`config.mk`:
```
export PLATFORM = sky130hd
export DESIGN_NAME = wb_scheduler
export DESIGN_NICKNAME = d
export VERILOG_FILES = /design/src/rtl/wb_sched_pkg.sv /design/src/rtl/wb_resv_table.sv /design/src/rtl/wb_scheduler.sv
export SDC_FILE = /design/constraint.sdc
export NUM_CORES = 1
export LEC_CHECK = 0
export ABC_AREA = 1
export CELL_PAD_IN_SITES_DETAIL_PLACEMENT = 1
export CELL_PAD_IN_SITES_GLOBAL_PLACEMENT = 1
export CORE_MARGIN = 2
export CORE_UTILIZATION = 35
export DETAILED_ROUTE_END_ITERATION = 12
export GPL_TIMING_DRIVEN = 0
export PLACE_DENSITY_LB_ADDON = 0.1
export SYNTH_ARGS = -nofsm -noshare
export SYNTH_HDL_FRONTEND = slang
export SYNTH_SLANG_ARGS = --single-unit
```
`constraint.sdc`:
```
create_clock -name clk -period 2.85 [get_ports clk]
set_clock_uncertainty 0.2 [all_clocks]
set_input_delay 0.7125 -clock clk [delete_from_list [all_inputs] [get_ports clk]]
set_output_delay 0.7125 -clock clk [all_outputs]
set_load 0.02 [all_outputs]
```
`src/rtl/wb_sched_pkg.sv`:
```
`default_nettype none
// ============================================================================
// Module      : wb_sched_pkg
// Description : Shared definitions for the writeback scheduler: functional
//               unit ids, per-unit latencies, the reservation-table entry
//               and small decode helpers.
// Revision    : 1.0 - initial release
// ============================================================================
package wb_sched_pkg;

  localparam int FU_W   = 3;
  localparam int RD_W   = 5;
  localparam int NUM_FU = 5;
  localparam int LAT_W  = 5;

  localparam logic [FU_W-1:0] FU_NONE = 3'd0;
  localparam logic [FU_W-1:0] FU_ALU  = 3'd1;
  localparam logic [FU_W-1:0] FU_MEM  = 3'd2;
  localparam logic [FU_W-1:0] FU_MUL  = 3'd3;
  localparam logic [FU_W-1:0] FU_DIV  = 3'd4;
  localparam logic [FU_W-1:0] FU_JUMP = 3'd5;

  localparam logic [LAT_W-1:0] LAT_ALU  = 5'd1;
  localparam logic [LAT_W-1:0] LAT_MEM  = 5'd2;
  localparam logic [LAT_W-1:0] LAT_MUL  = 5'd7;
  localparam logic [LAT_W-1:0] LAT_DIV  = 5'd24;
  localparam logic [LAT_W-1:0] LAT_JUMP = 5'd2;

  // One reservation-table slot; fu == FU_NONE marks an empty slot.
  typedef struct packed {
    logic [FU_W-1:0] fu;
    logic [RD_W-1:0] rd;
    logic            we;
  } entry_t;

  // Result latency of a unit; ids without a unit map to 1 and are never accepted.
  function automatic logic [LAT_W-1:0] fu_latency(input logic [FU_W-1:0] fu);
    logic [LAT_W-1:0] lat;
    case (fu)
      FU_ALU:  lat = LAT_ALU;
      FU_MEM:  lat = LAT_MEM;
      FU_MUL:  lat = LAT_MUL;
      FU_DIV:  lat = LAT_DIV;
      FU_JUMP: lat = LAT_JUMP;
      default: lat = LAT_ALU;
    endcase
    return lat;
  endfunction

  // Bit f-1 set for unit id f; all-zero for ids 0, 6 and 7.
  function automatic logic [NUM_FU-1:0] fu_onehot(input logic [FU_W-1:0] fu);
    logic [NUM_FU-1:0] oh;
    oh = '0;
    for (int f = 1; f <= NUM_FU; f++) begin
      if (fu == FU_W'(f)) oh[f-1] = 1'b1;
    end
    return oh;
  endfunction

endpackage
`default_nettype wire

```
`src/rtl/wb_resv_table.sv`:
```
`default_nettype none
// ============================================================================
// Module      : wb_resv_table
// Description : Reservation table. Shifts one slot toward slot 0 every cycle,
//               refills the top slot empty, and optionally writes one new
//               entry at a post-shift index. Exposes all slots plus an
//               occupancy read port at an arbitrary index.
// Revision    : 1.0 - initial release
// ============================================================================
module wb_resv_table
  import wb_sched_pkg::*;
#(
  parameter  int DEPTH = 32,
  localparam int IDX_W = $clog2(DEPTH)
) (
  input  logic                   clk,
  input  logic                   rst_n,
  input  logic                   i_wr_en,
  input  logic [IDX_W-1:0]       i_wr_idx,
  input  entry_t                 i_wr_entry,
  input  logic [IDX_W-1:0]       i_rd_idx,
  output logic                   o_rd_occupied,
  output entry_t [DEPTH-1:0]     o_slots
);

  entry_t [DEPTH-1:0] slots_q;
  entry_t [DEPTH-1:0] slots_d;

  // Shift toward slot 0, then overlay the newly accepted entry.
  always_comb begin
    slots_d = '0;
    for (int i = 0; i < DEPTH - 1; i++) begin
      slots_d[i] = slots_q[i+1];
    end
    if (i_wr_en) slots_d[i_wr_idx] = i_wr_entry;
  end

  // Table storage; reset empties every slot so in-flight ops are dropped.
  always_ff @(posedge clk or negedge rst_n) begin
    if (!rst_n) slots_q <= '0;
    else        slots_q <= slots_d;
  end

  assign o_rd_occupied = (slots_q[i_rd_idx].fu != FU_NONE);
  assign o_slots       = slots_q;

endmodule
`default_nettype wire

```
`src/rtl/wb_scheduler.sv`:
```
`default_nettype none
// ============================================================================
// Module      : wb_scheduler
// Description : Issue-time writeback scheduler. Tracks in-flight ops in a
//               shifting reservation table, blocks issue on structural,
//               writeback-port, RAW and WAW hazards, and emits a registered
//               writeback command when an entry leaves slot 0.
// Revision    : 1.0 - initial release
// ============================================================================
module wb_scheduler
  import wb_sched_pkg::*;
#(
  parameter int DEPTH = 32
) (
  input  logic       clk,
  input  logic       rst_n,
  input  logic       issue_valid,
  input  logic [2:0] issue_fu,
  input  logic [4:0] issue_rd,
  input  logic       issue_we,
  input  logic [4:0] rs1,
  input  logic [4:0] rs2,
  input  logic       rs1_used,
  input  logic       rs2_used,
  input  logic       flush,
  output logic       issue_ready,
  output logic [4:0] fu_busy,
  output logic       wb_valid,
  output logic [2:0] wb_sel,
  output logic [4:0] wb_rd
);

  localparam int IDX_W = $clog2(DEPTH);

  entry_t [DEPTH-1:0] slots;
  entry_t             slot0;
  entry_t             new_entry;
  logic               lat_slot_busy;
  logic [LAT_W-1:0]   lat;
  logic [IDX_W-1:0]   wr_idx;
  logic [IDX_W-1:0]   rd_idx;
  logic [NUM_FU-1:0]  issue_oh;
  logic [NUM_FU-1:0]  slot0_oh;
  logic               struct_hz;
  logic               raw_hz;
  logic               waw_hz;
  logic               accept;

  logic [NUM_FU-1:0]  fu_busy_q, fu_busy_d;
  logic               wb_valid_q, wb_valid_d;
  logic [FU_W-1:0]    wb_sel_q, wb_sel_d;
  logic [RD_W-1:0]    wb_rd_q, wb_rd_d;

  assign slot0 = slots[0];

  // Decode the issuing op: latency, table indices and the entry to insert.
  always_comb begin
    lat          = fu_latency(issue_fu);
    wr_idx       = IDX_W'(lat - LAT_W'(1));
    rd_idx       = IDX_W'(lat);
    issue_oh     = fu_onehot(issue_fu);
    slot0_oh     = fu_onehot(slot0.fu);
    new_entry.fu = issue_fu;
    new_entry.rd = issue_rd;
    new_entry.we = issue_we && (issue_rd != '0);
  end

  wb_resv_table #(
    .DEPTH (DEPTH)
  ) u_table (
    .clk           (clk),
    .rst_n         (rst_n),
    .i_wr_en       (accept),
    .i_wr_idx      (wr_idx),
    .i_wr_entry    (new_entry),
    .i_rd_idx      (rd_idx),
    .o_rd_occupied (lat_slot_busy),
    .o_slots       (slots)
  );

  // Hazard detection; ready never looks at issue_valid or flush.
  // RAW scans slot 0 too: its result reaches the register file only on the
  // following cycle and there is no bypass, so a reader still has to wait.
  always_comb begin
    struct_hz = ((fu_busy_q & issue_oh) != '0) && (slot0.fu != issue_fu);
    raw_hz    = 1'b0;
    waw_hz    = 1'b0;
    for (int j = 0; j < DEPTH; j++) begin
      if (slots[j].we && (slots[j].fu != FU_NONE)) begin
        if (rs1_used && (rs1 != '0) && (slots[j].rd == rs1)) raw_hz = 1'b1;
        if (rs2_used && (rs2 != '0) && (slots[j].rd == rs2)) raw_hz = 1'b1;
        if (issue_we && (issue_rd != '0) && (j > int'(lat)) &&
            (slots[j].rd == issue_rd)) waw_hz = 1'b1;
      end
    end
    issue_ready = (issue_oh != '0) && !struct_hz && !lat_slot_busy &&
                  !raw_hz && !waw_hz;
    accept      = issue_valid && issue_ready && !flush;
  end

  // Busy flags drop as a unit's entry leaves slot 0; a same-edge accept re-arms.
  always_comb begin
    fu_busy_d  = (fu_busy_q & ~slot0_oh) | (accept ? issue_oh : '0);
    wb_valid_d = slot0.we && (slot0.fu != FU_NONE);
    wb_sel_d   = slot0.fu;
    wb_rd_d    = slot0.rd;
  end

  // Busy flags and the registered writeback command.
  always_ff @(posedge clk or negedge rst_n) begin
    if (!rst_n) begin
      fu_busy_q  <= '0;
      wb_valid_q <= 1'b0;
      wb_sel_q   <= '0;
      wb_rd_q    <= '0;
    end else begin
      fu_busy_q  <= fu_busy_d;
      wb_valid_q <= wb_valid_d;
      wb_sel_q   <= wb_sel_d;
      wb_rd_q    <= wb_rd_d;
    end
  end

  assign fu_busy  = fu_busy_q;
  assign wb_valid = wb_valid_q;
  assign wb_sel   = wb_sel_q;
  assign wb_rd    = wb_rd_q;

endmodule
`default_nettype wire

```
Word-level counts from Yosys, hierarchy flattened
Index checks and enable logic that the tools add are counted.

Flip-flop bits (word level): 302. Word-level logic and storage cells: 634.

$add $sub $neg: 1. Magnitude comparators: 34. Equal/unequal tests: 106. Muxes and demuxes: 176. Bitwise gates (word level): 4. Reductions and logical operators: 213.

Operators with widths (number): 5-bit equality test (95); 288-bit bitwise mux (1); 288-bit two-way mux (1); 1-bit logical AND (169); 1-bit two-way mux (168); 3-bit nonzero test (33); 5-bit greater-than comparator (first input constant) (16); 9-bit binary-select mux with 5-bit select (1); 9-bit demux with 5-bit select (1); 4-bit by 5-bit greater-than comparator with 1-bit output (first input constant) (8); 5-bit nonzero test (5); 3-bit by 5-bit greater-than comparator with 1-bit output (first input constant) (4); 9-bit two-way mux (2); 5-bit one-hot mux with 3 select lines (1); 3-bit by 2-bit equality test with 1-bit output (second input constant) (4); 3-bit equality test (second input constant) (4); 5-bit by 6-bit less-than comparator with 1-bit output (second input constant) (2); 5-bit bitwise AND (2); 2-bit by 5-bit greater-than comparator with 1-bit output (first input constant) (2); 3-bit by 1-bit equality test with 1-bit output (second input constant) (2); 5-bit by 1-bit >= comparator with 1-bit output (second input constant) (1); 1-bit by 5-bit greater-than comparator with 1-bit output (first input constant) (1); 1-bit logical NOT (5); 5-bit two-way mux (1); other kinds (5) (5).

Logic depth before layout (Yosys ltp)
Gate-level depths: netlist of run 1.

Depth after elaboration: 106. Depth in mapped cells: 20.

By module
Synthesis of run 1 repeated with hierarchy kept, for this count alone.

Cells, all modules: 2756. Area, all modules: 19850.3 µm².

Modules (own cells, without submodules): wb_resv_table (instances 1, cells an instance 1244, area each 11479.8 µm², sequential area each 7206.9 µm²); wb_scheduler (instances 1, cells an instance 1512, area each 8370.5 µm², sequential area each 350.3 µm²).

Worst setup path before layout of run 1
No wires, ideal clock.

Kind: in2out. Start point: input port rs2[2]. End point: output port issue_ready. Arrival: 2448 ps. Data required time: 1938 ps. Setup slack: -510 ps. Stages on the path: 13. Path buffers: 2. Cell sequence: buf_2 > nor2_1 > nand3_1 > nand2_1 > inv_2 > buf_2 > nand3_1 > nand2_1 > nand2_1 > nand2_1 > nor2_1 > nand3_2 > nor4_1.

Cells in the longest elaborated chain, start to end: 101. Elaborated cells on any way between the ends: 164. Classes of those cells: eq/ne (32); mux (95); reduce/logical (37).

Ends and longest elaborated chain: from (decl) (line wb_scheduler.sv:22) `input logic [4:0] rs2,`; 5-bit nonzero test (line wb_scheduler.sv:91) `if (rs2_used && (rs2 != '0) && (slots[j].rd == rs2)) raw_hz = 1'b1;`; 1-bit logical AND (2 in series) (line wb_scheduler.sv:91); 1-bit two-way mux (line wb_scheduler.sv:91); 1-bit two-way mux (line wb_scheduler.sv:89) `if (slots[j].we && (slots[j].fu != FU_NONE)) begin`; 1-bit two-way mux (line wb_scheduler.sv:90) `if (rs1_used && (rs1 != '0) && (slots[j].rd == rs1)) raw_hz = 1'b1;`; 1-bit two-way mux (line wb_scheduler.sv:91); 1-bit two-way mux (line wb_scheduler.sv:89); 1-bit two-way mux (line wb_scheduler.sv:90); [... 84 more ...]; 1-bit two-way mux (line wb_scheduler.sv:91); 1-bit two-way mux (line wb_scheduler.sv:89); 1-bit two-way mux (line wb_scheduler.sv:90); 1-bit two-way mux (line wb_scheduler.sv:91); 1-bit two-way mux * (line wb_scheduler.sv:89); 1-bit logical NOT * (line wb_scheduler.sv:97) `!raw_hz && !waw_hz;`; 1-bit logical AND * (line wb_scheduler.sv:96) `issue_ready = (issue_oh != '0) && !struct_hz && !lat_slot_busy &&`; 1-bit logical AND * (line wb_scheduler.sv:97); to (decl) (line wb_scheduler.sv:26) `output logic issue_ready,`.

Every way passes the cells marked *; elsewhere a longest branch is shown, timed or not.

Worst setup path in the final report of run 1
Start point: input port issue_rd[2]. End point: output port issue_ready.

Cells in the longest elaborated chain, start to end: 68. Elaborated cells on any way between the ends: 159. Classes of those cells: eq/ne (31); mux (62); reduce/logical (66).

Ends and longest elaborated chain: from (decl) (line wb_scheduler.sv:19) `input logic [4:0] issue_rd,`; 5-bit nonzero test (line wb_scheduler.sv:92) `if (issue_we && (issue_rd != '0) && (j > int'(lat)) &&`; 1-bit logical AND (3 in series) (line wb_scheduler.sv:92); 1-bit two-way mux (line wb_scheduler.sv:92); 1-bit two-way mux (line wb_scheduler.sv:89); 1-bit two-way mux (line wb_scheduler.sv:92); 1-bit two-way mux (line wb_scheduler.sv:89); 1-bit two-way mux (line wb_scheduler.sv:92); 1-bit two-way mux (line wb_scheduler.sv:89); [... 50 more ...]; 1-bit two-way mux (line wb_scheduler.sv:92); 1-bit two-way mux (line wb_scheduler.sv:89); 1-bit two-way mux (line wb_scheduler.sv:92); 1-bit two-way mux (line wb_scheduler.sv:89); 1-bit two-way mux (line wb_scheduler.sv:92); 1-bit two-way mux * (line wb_scheduler.sv:89); 1-bit logical NOT * (line wb_scheduler.sv:97); 1-bit logical AND * (line wb_scheduler.sv:97).

Marked as above.

==> results.sh, run 1 <==
export IMPL_outcome="finished with violations"
export IMPL_violations="setup timing"
export IMPL_hp_class="flip-flop to flip-flop"
export IMPL_worst_slack_ns=-0.697
export IMPL_drv_cap=0
export IMPL_drc_errors=0
export IMPL_via_count=14955
export IMPL_grt_pass1_wl_um=103000
export IMPL_diodes=0
export IMPL_timing_fmax_ghz=0.282
export IMPL_worst_pin_slew_ns=0.690
export IMPL_drtAntennaViolNets=0
export IMPL_critPathKind="primary input to primary output"
export IMPL_slew_violations=0
export IMPL_grt_pass1_vias=15652
export IMPL_synth_area_sq_um=17300
export IMPL_rows=81
export IMPL_rsz0062_at_grt="true"
export IMPL_stdcell_count=3040
export IMPL_finalHoldViolations=0
export IMPL_finalCritPeriodShare_pct=124
export IMPL_slew_headroom_pct=54.0
export IMPL_worstPathMaxFanout=4
export IMPL_r2r_setup_slack_ns=0.18
export IMPL_numClockSinks=302
export IMPL_die_w_um=227
export IMPL_post_synth_top_count_cell="nand2_1"
export IMPL_grt_use_total_pct=27.9
export IMPL_place_hpwl_um=48800
export IMPL_htree_levels=2
export IMPL_grt_max_degree=123
export IMPL_cts_root_buf="clkbuf_16"
export IMPL_fin_nets=2375
export IMPL_synth_avg_cell_area_sq_um=7.68
export IMPL_synth_common_cells="nand2_1 (605), dfrtp_1 (302), clkbuf_1 (262)"
export IMPL_yosysWarnings=0
export IMPL_die_h_um=227
export IMPL_combPwrFrac_pct=18.8
export IMPL_area_growth_pct=19.8
export IMPL_cp_arrival_ns=2.63
export IMPL_cts_made_buffers=38
export IMPL_vias_per_cell=4.92
export IMPL_pre_cts_ws_ns=-2.15
export IMPL_synth_edff_count=0
export IMPL_place_gp_congestion=0.889
export IMPL_final_util_pct=42.4
export IMPL_seq_area_frac_synth_pct=43.6
export IMPL_power_per_cell_area_nw_per_um2=593
export IMPL_io_buffers=23
export IMPL_setup_viol=1
export IMPL_synthArstFlopShare_pct=100
export IMPL_clockPowerShare_pct=40.7
export IMPL_total_power_mw=12.3
export IMPL_antenna_found_initial=2
export IMPL_path_clk_slew_ns=0.06
export IMPL_dieArea_sq_um=51300
export IMPL_yosys_top_cells_area="dfrtp_1 (44%), nand2_1 (13%), xor2_1 (12%)"
export IMPL_yosysTopAreaCell="dfrtp_1"
export IMPL_fin_hold_ws_ns=0.244
export IMPL_power_switching_mw=3.85
export IMPL_worstPathRequired_ns=1.94
export IMPL_dr_first_iter_drc_count=1079
export IMPL_synth_main_ff_cell="dfrtp_1"
export IMPL_dp_cells=2954
export IMPL_cts_tree="done"
export IMPL_grt_ovfl_total=0
export IMPL_routed_wl_um=70200
export IMPL_clock_path_buffers=3
export IMPL_io_pins=40
export IMPL_initial_utilization_pct=35.4
export IMPL_worstSetupEndpointType="primary output"
export IMPL_post_drt_wl_per_cell_um=23.1
export IMPL_synth_cell_types=35
export IMPL_cp_start_kind="primary input"
export IMPL_seq_power_share_pct=40.5
export IMPL_drive_gt1_share_pct=12.6
export IMPL_n_fill_cell=5910
export IMPL_clkLatencyLatePin_ns=0.57
export IMPL_intPower_mw=8.46
export IMPL_drt_pass1_iterations=5
export IMPL_synth_seq_cells=302
export IMPL_synthCells=2256
export IMPL_synth_top_area_share_pct=43.6
export IMPL_peakVddDrop_mv=0.374
export IMPL_core_area_sq_um=49000
export IMPL_min_period_ns=3.55
export IMPL_p_leak_nw=9.98
export IMPL_switching_share_pct=31.3
==> cell type report <==
cell class,count,area (sq um),area share (%)
well taps,664,831,4.00
repair buffers,53,576,2.77
multi-input cells,1458,8000,38.5
clock inverters,15,178,0.856
inverters,154,624,3.01
clock buffers,51,1100,5.30
flip-flops and latches,302,7570,36.4
plain buffers,343,1900,9.13
==> logic make-up (layout without fill, tap and decap cells) <==
group | count (synthesis) | in the layout | synth area share (%)
buffers and inverters | 504 | 616 | 12.4
flip-flops | 302 | 302 | 43.6
AO/OA/AOI/OAI | 87 | 87 | 2.69
XOR/XNOR | 335 | 335 | 16.9
AND/OR/NAND/NOR | 1027 | 1027 | 24.4
other | 1 | 9 | 0.0216
==> timing repair <==
item,in CTS,in global routing
pin swaps,23,17
gates resized for setup,103,65
hold buffers,1,0
buffers inserted,14,11
hold endpoints to repair,56,0
gates cloned,1,0
setup endpoints to repair,37,1
==> worst max-delay path, cell delays in order <==
cell and delay [ns]:
buf_12 0.11, buf_12 0.14, buf_12 0.13, buf_4 0.15, xor2_1 0.14, nor2_1 0.06, nand3_1 0.08, nand2_1 0.05
nor2_1 0.13, nand2_1 0.14, nand2_2 0.11, nand3_4 0.12, nor4_4 0.35, buf_4 0.20
==> registers in the layout, indices dropped and copies added (netlist names) <==
register	count
u_table.o_slots	288
wb_rd	5
fu_busy	5
wb_valid	1
wb_sel	3
==> per-stage QoR <==
stage	area, sq um	TNS, ns
floorplan	17700	-0.149
global placement	18700	-3924.01
detailed placement	18800	-42.71
CTS	20500	-0.718
global route	20800	-0.739
finish	20800	-0.697
==> power by group through the flow <==
stage               sequential, mW  clock [mW]  combinational (mW)
floorplan                     4.93           0                1.42
global route                  5.03        5.24                2.53
global placement              5.03           0                2.13
CTS                           4.98        5.10                2.26
finish                        4.99        5.01                2.32
detailed placement            5.03           0                2.19
==> path summary, 6_finish.rpt <==
| check | startpoint | cells past startpoint | to |
|---|---|---|---|
| worst max register to register | u_table.o_slots[266]$_DFF_PN0_ | 17 | u_table.o_slots[5]$_DFF_PN0_ |
| max in group asynchronous | rst_n | 4 | u_table.o_slots[268]$_DFF_PN0_ |
| worst min register to register | u_table.o_slots[108]$_DFF_PN0_ | 1 | u_table.o_slots[99]$_DFF_PN0_ |
| worst min-delay path | u_table.o_slots[108]$_DFF_PN0_ | 1 | u_table.o_slots[99]$_DFF_PN0_ |
| worst max-delay path | issue_rd[2] | 14 | issue_ready |
| min in group asynchronous | rst_n | 2 | u_table.o_slots[83]$_DFF_PN0_ |
==> metal layers <==
metal  vias to the layer above  GRT usage [%]  wire length [um]
li1                       6845              -                 -
met1                      7472           36.1             30000
met2                       459           45.2             31900
met3                       179           4.63              4160
met4                         0           14.2              4130
met5                         -              0                 0
==> layout by cell type (no fill, tap or decap), drive strengths merged <==
| cell | netlist | layout |
|---|---|---|
| o21bai | 1 | 1 |
| a21boi | 6 | 6 |
| conb | 1 | 9 |
| xor2 | 235 | 235 |
| a31oi | 1 | 1 |
| clkinv | 2 | 11 |
| nor3 | 11 | 11 |
| dfrtp | 302 | 302 |
| inv | 152 | 150 |
| xnor2 | 100 | 100 |
| nand3 | 107 | 107 |
| dlygate4sd2 | 0 | 2 |
| clkbuf | 262 | 311 |
| nand2 | 607 | 607 |
| o31ai | 1 | 1 |
| clkinvlp | 0 | 5 |
| or2 | 12 | 12 |
| o21ai | 37 | 37 |
| bufinv | 0 | 3 |
| nor3b | 1 | 1 |
| nor4 | 1 | 1 |
| nand4 | 53 | 53 |
| nor2 | 234 | 234 |
| buf | 88 | 116 |
| dlygate4sd3 | 0 | 1 |
| nand3b | 1 | 1 |
| o21a | 1 | 1 |
| clkdlybuf4s50 | 0 | 17 |
| a21oi | 37 | 37 |
| o22ai | 3 | 3 |
Power figures use the tool's default switching activity.
==> run 2: changes to the inputs <==
Settings changed: SYNTH_HIERARCHICAL set to 1.
==> run 2 against run 1 <==
Net effect: the run still ends with setup timing left; first-iteration DRC count increased by 63%; cell area grew 16%; hold slack gained 0.0072 ns; global-route usage increased by 4.9 points; core utilization rose by 0.33 points; critical path depth up 12; synthesized area up 14%; synthesized cell count rose by 22%; die area is 14% higher; register-to-register slack got worse by 1.5 ns; combinational power decreased by 9.9%; sequential cell count did not move; largest cell class unchanged; highest routed layer is now met5.
==> results.sh, run 2 <==
export IMPL_outcome="finished with violations"
export IMPL_violations="setup timing"
export IMPL_synth_top_area_share_pct=38.1
export IMPL_die_h_um=242
export IMPL_crit_start="issue_fu[0]"
export IMPL_synthSimpleGateAreaFrac_pct=29.5
export IMPL_syn_nets=2784
export IMPL_initial_utilization_pct=35.3
export IMPL_finalCritPeriodShare_pct=161
export IMPL_dp_cells=3543
export IMPL_cpMostUsedCell="nand2_1"
export IMPL_antenna_found_initial=2
export IMPL_seq_area_frac_synth_pct=38.1
export IMPL_cts_made_buffers=38
export IMPL_cts_tree="done"
export IMPL_synth_edff_count=0
export IMPL_wl_met3_um=6620
export IMPL_io_buffers=29
export IMPL_yosys_top_cells_area="dfrtp_1 (38%), nand2_1 (16%), xor2_1 (8.1%)"
export IMPL_tns_ns=-442.47
export IMPL_yosys_area_share_adder_pct=0.189
export IMPL_worst_slack_ns=-1.75
export IMPL_grt_pass1_vias=20354
export IMPL_slew_headroom_pct=20.5
export IMPL_final_cell_mix="nand2_1 (841), dfrtp_1 (302), nor2_1 (260)"
export IMPL_slew_violations=0
export IMPL_grt_ovfl_total=0
export IMPL_grt_use_total_pct=32.8
export IMPL_dieArea_sq_um=58600
export IMPL_stdcell_count=3667
export IMPL_m1WireLength_um=43000
export IMPL_final_util_pct=42.8
export IMPL_cp_arrival_ns=3.69
export IMPL_rr_endpoint="u_table/o_slots[17]$_DFF_PN0_"
export IMPL_rr_worst_depth=18
export IMPL_synth_avg_cell_area_sq_um=7.20
export IMPL_rsz0062_at_grt="true"
export IMPL_worstPathMaxFanout=10
export IMPL_drtAntennaViolNets=0
export IMPL_synthCells=2756
export IMPL_crit_path_top_delay_cell="nor2_4"
export IMPL_synth_main_ff_cell="dfrtp_1"
export IMPL_grt_pass1_wl_um=140000
export IMPL_via_count=20065
export IMPL_n_fill_cell=6982
export IMPL_worst_pin_slew_ns=1.19
export IMPL_min_period_ns=4.60
export IMPL_top_layer_used="met5"
export IMPL_critPathKind="primary input to primary output"
export IMPL_die_w_um=242
export IMPL_synth_compound_area_share_pct=8.90
export IMPL_synth_common_cells="nand2_1 (847), dfrtp_1 (302), nor2_1 (265)"
export IMPL_synth_top_family_by_area="simple AND/OR/NAND/NOR gates"
export IMPL_wl_met2_um=44800
export IMPL_grt_max_degree=106
export IMPL_drv_cap=0
export IMPL_io_pins=40
export IMPL_htree_levels=2
export IMPL_worstSetupEndpointType="primary output"
export IMPL_clkLatencyLatePin_ns=0.58
export IMPL_endpoint="issue_ready"
export IMPL_final_common_cell="nand2_1"
export IMPL_timing_fmax_ghz=0.217
export IMPL_cts_root_buf="clkbuf_16"
export IMPL_synth_seq_cells=302
export IMPL_yosysWarnings=6
export IMPL_timing_rr_start="u_table/o_slots[259]$_DFF_PN0_"
export IMPL_total_power_mw=11.4
export IMPL_hp_class="flip-flop to flip-flop"
export IMPL_synth_area_sq_um=19900
export IMPL_place_hpwl_um=70800
export IMPL_core_area_sq_um=56300
export IMPL_clock_path_buffers=3
export IMPL_cp_start_kind="primary input"
export IMPL_setup_viol=294
export IMPL_drive_gt1_share_pct=12.6
export IMPL_r2r_setup_slack_ns=-1.36
export IMPL_rows=87
export IMPL_post_drt_wl_per_cell_um=26.9
export IMPL_routed_wl_um=98700
export IMPL_place_gp_congestion=0.967
export IMPL_finalHoldViolations=0
export IMPL_p_leak_nw=11.6
export IMPL_drt_pass1_iterations=5
export IMPL_post_synth_top_count_cell="nand2_1"
export IMPL_synth_cell_types=44
export IMPL_drc_errors=0
export IMPL_peakVddDrop_mv=0.456
export IMPL_synthMuxAreaShare_pct=0
export IMPL_synthArstFlopShare_pct=100
export IMPL_power_per_cell_area_nw_per_um2=476
export IMPL_diodes=0
export IMPL_critPathMaxStageDelay_ns=0.25
export IMPL_worstPathRequired_ns=1.94
export IMPL_yosysTopAreaCell="dfrtp_1"
export IMPL_vias_per_cell=5.47
export IMPL_path_clk_slew_ns=0.06
export IMPL_largest_reg_flops=288
export IMPL_fin_nets=2915
export IMPL_synthXorXnorAreaFrac_pct=14.2
export IMPL_dr_first_iter_drc_count=1755
export IMPL_area_growth_pct=21.2
export IMPL_numClockSinks=302
run 2: worst min-delay path by stage:
stage | slack (ns) | from | cells past startpoint | to
after floorplan | 0.19 | u_table/o_slots[1]$_DFF_PN0_ | 0 | wb_rd[0]$_DFF_PN0_
after global placement | 0.22 | u_table/o_slots[5]$_DFF_PN0_ | 0 | wb_rd[4]$_DFF_PN0_
after detailed placement | 0.23 | u_table/o_slots[5]$_DFF_PN0_ | 0 | wb_rd[4]$_DFF_PN0_
after CTS | 0.16 | issue_fu[0] | 3 | u_table/o_slots[132]$_DFF_PN0_
after global routing | 0.27 | u_table/o_slots[3]$_DFF_PN0_ | 0 | wb_rd[2]$_DFF_PN0_
final | 0.25 | u_table/o_slots[3]$_DFF_PN0_ | 0 | wb_rd[2]$_DFF_PN0_
run 2: per-stage QoR:
step	hold slack, ns	area, sq um	worst slack [ns]
floorplan	0.195	20300	-1.21
global placement	0.223	21500	-12.74
detailed placement	0.234	21600	-4.20
CTS	0.157	23500	-1.58
global route	0.267	24100	-1.91
finish	0.251	24100	-1.75
run 2: repair_timing:
item	4_1_cts	5_1_grt
endpoints found under the setup margin	294	294
pin swaps	19	19
hold endpoints to repair	25	0
setup buffers	23	18
resized for setup	124	75
hold buffers	1	0
gates cloned	11	8
run 2: final cells by class:
class	count	area, sq um	area share [%]
clock inverters	10	109	0.452
repair buffers	91	1100	4.57
inverters	240	962	4.00
flip-flops and latches	302	7560	31.4
multi-input cells	2068	10900	45.2
well taps	756	946	3.93
plain buffers	145	1410	5.84
clock buffers	54	1090	4.53
repair inverters	1	11.3	0.0468
run 2: worst max-delay path: cells and delay by family:
family          cells  cell delay [ns]
simple gates       16             1.75
buf+inv             8             0.89
compound gates      2             0.29
run 2: metal layers:
metal | global-route usage, % | up-vias
li1 | - | 8914
met1 | 44.7 | 10217
met2 | 52.6 | 744
met3 | 4.23 | 188
met4 | 13.5 | 2
met5 | 0 | -
run 2: cell families (layout without fill, tap and decap cells):
family                     count (synthesis)  in the layout
adders and majority gates                  3              3
and+or+nand+nor                         1400           1400
AOI/OAI and AO/OA                        343            343
xor gates and xnor gates                 322            322
buffers and inverters                    386            541
DFF                                      302            302
run 2: report_power, final:
| group | total [mW] | internal [mW] | switching, mW |
|---|---|---|---|
| sequential | 4.57 | 4.41 | 0.164 |
| combinational | 2.09 | 0.718 | 1.38 |
| clock | 4.78 | 2.76 | 2.02 |
| total | 11.4 | 7.89 | 3.56 |
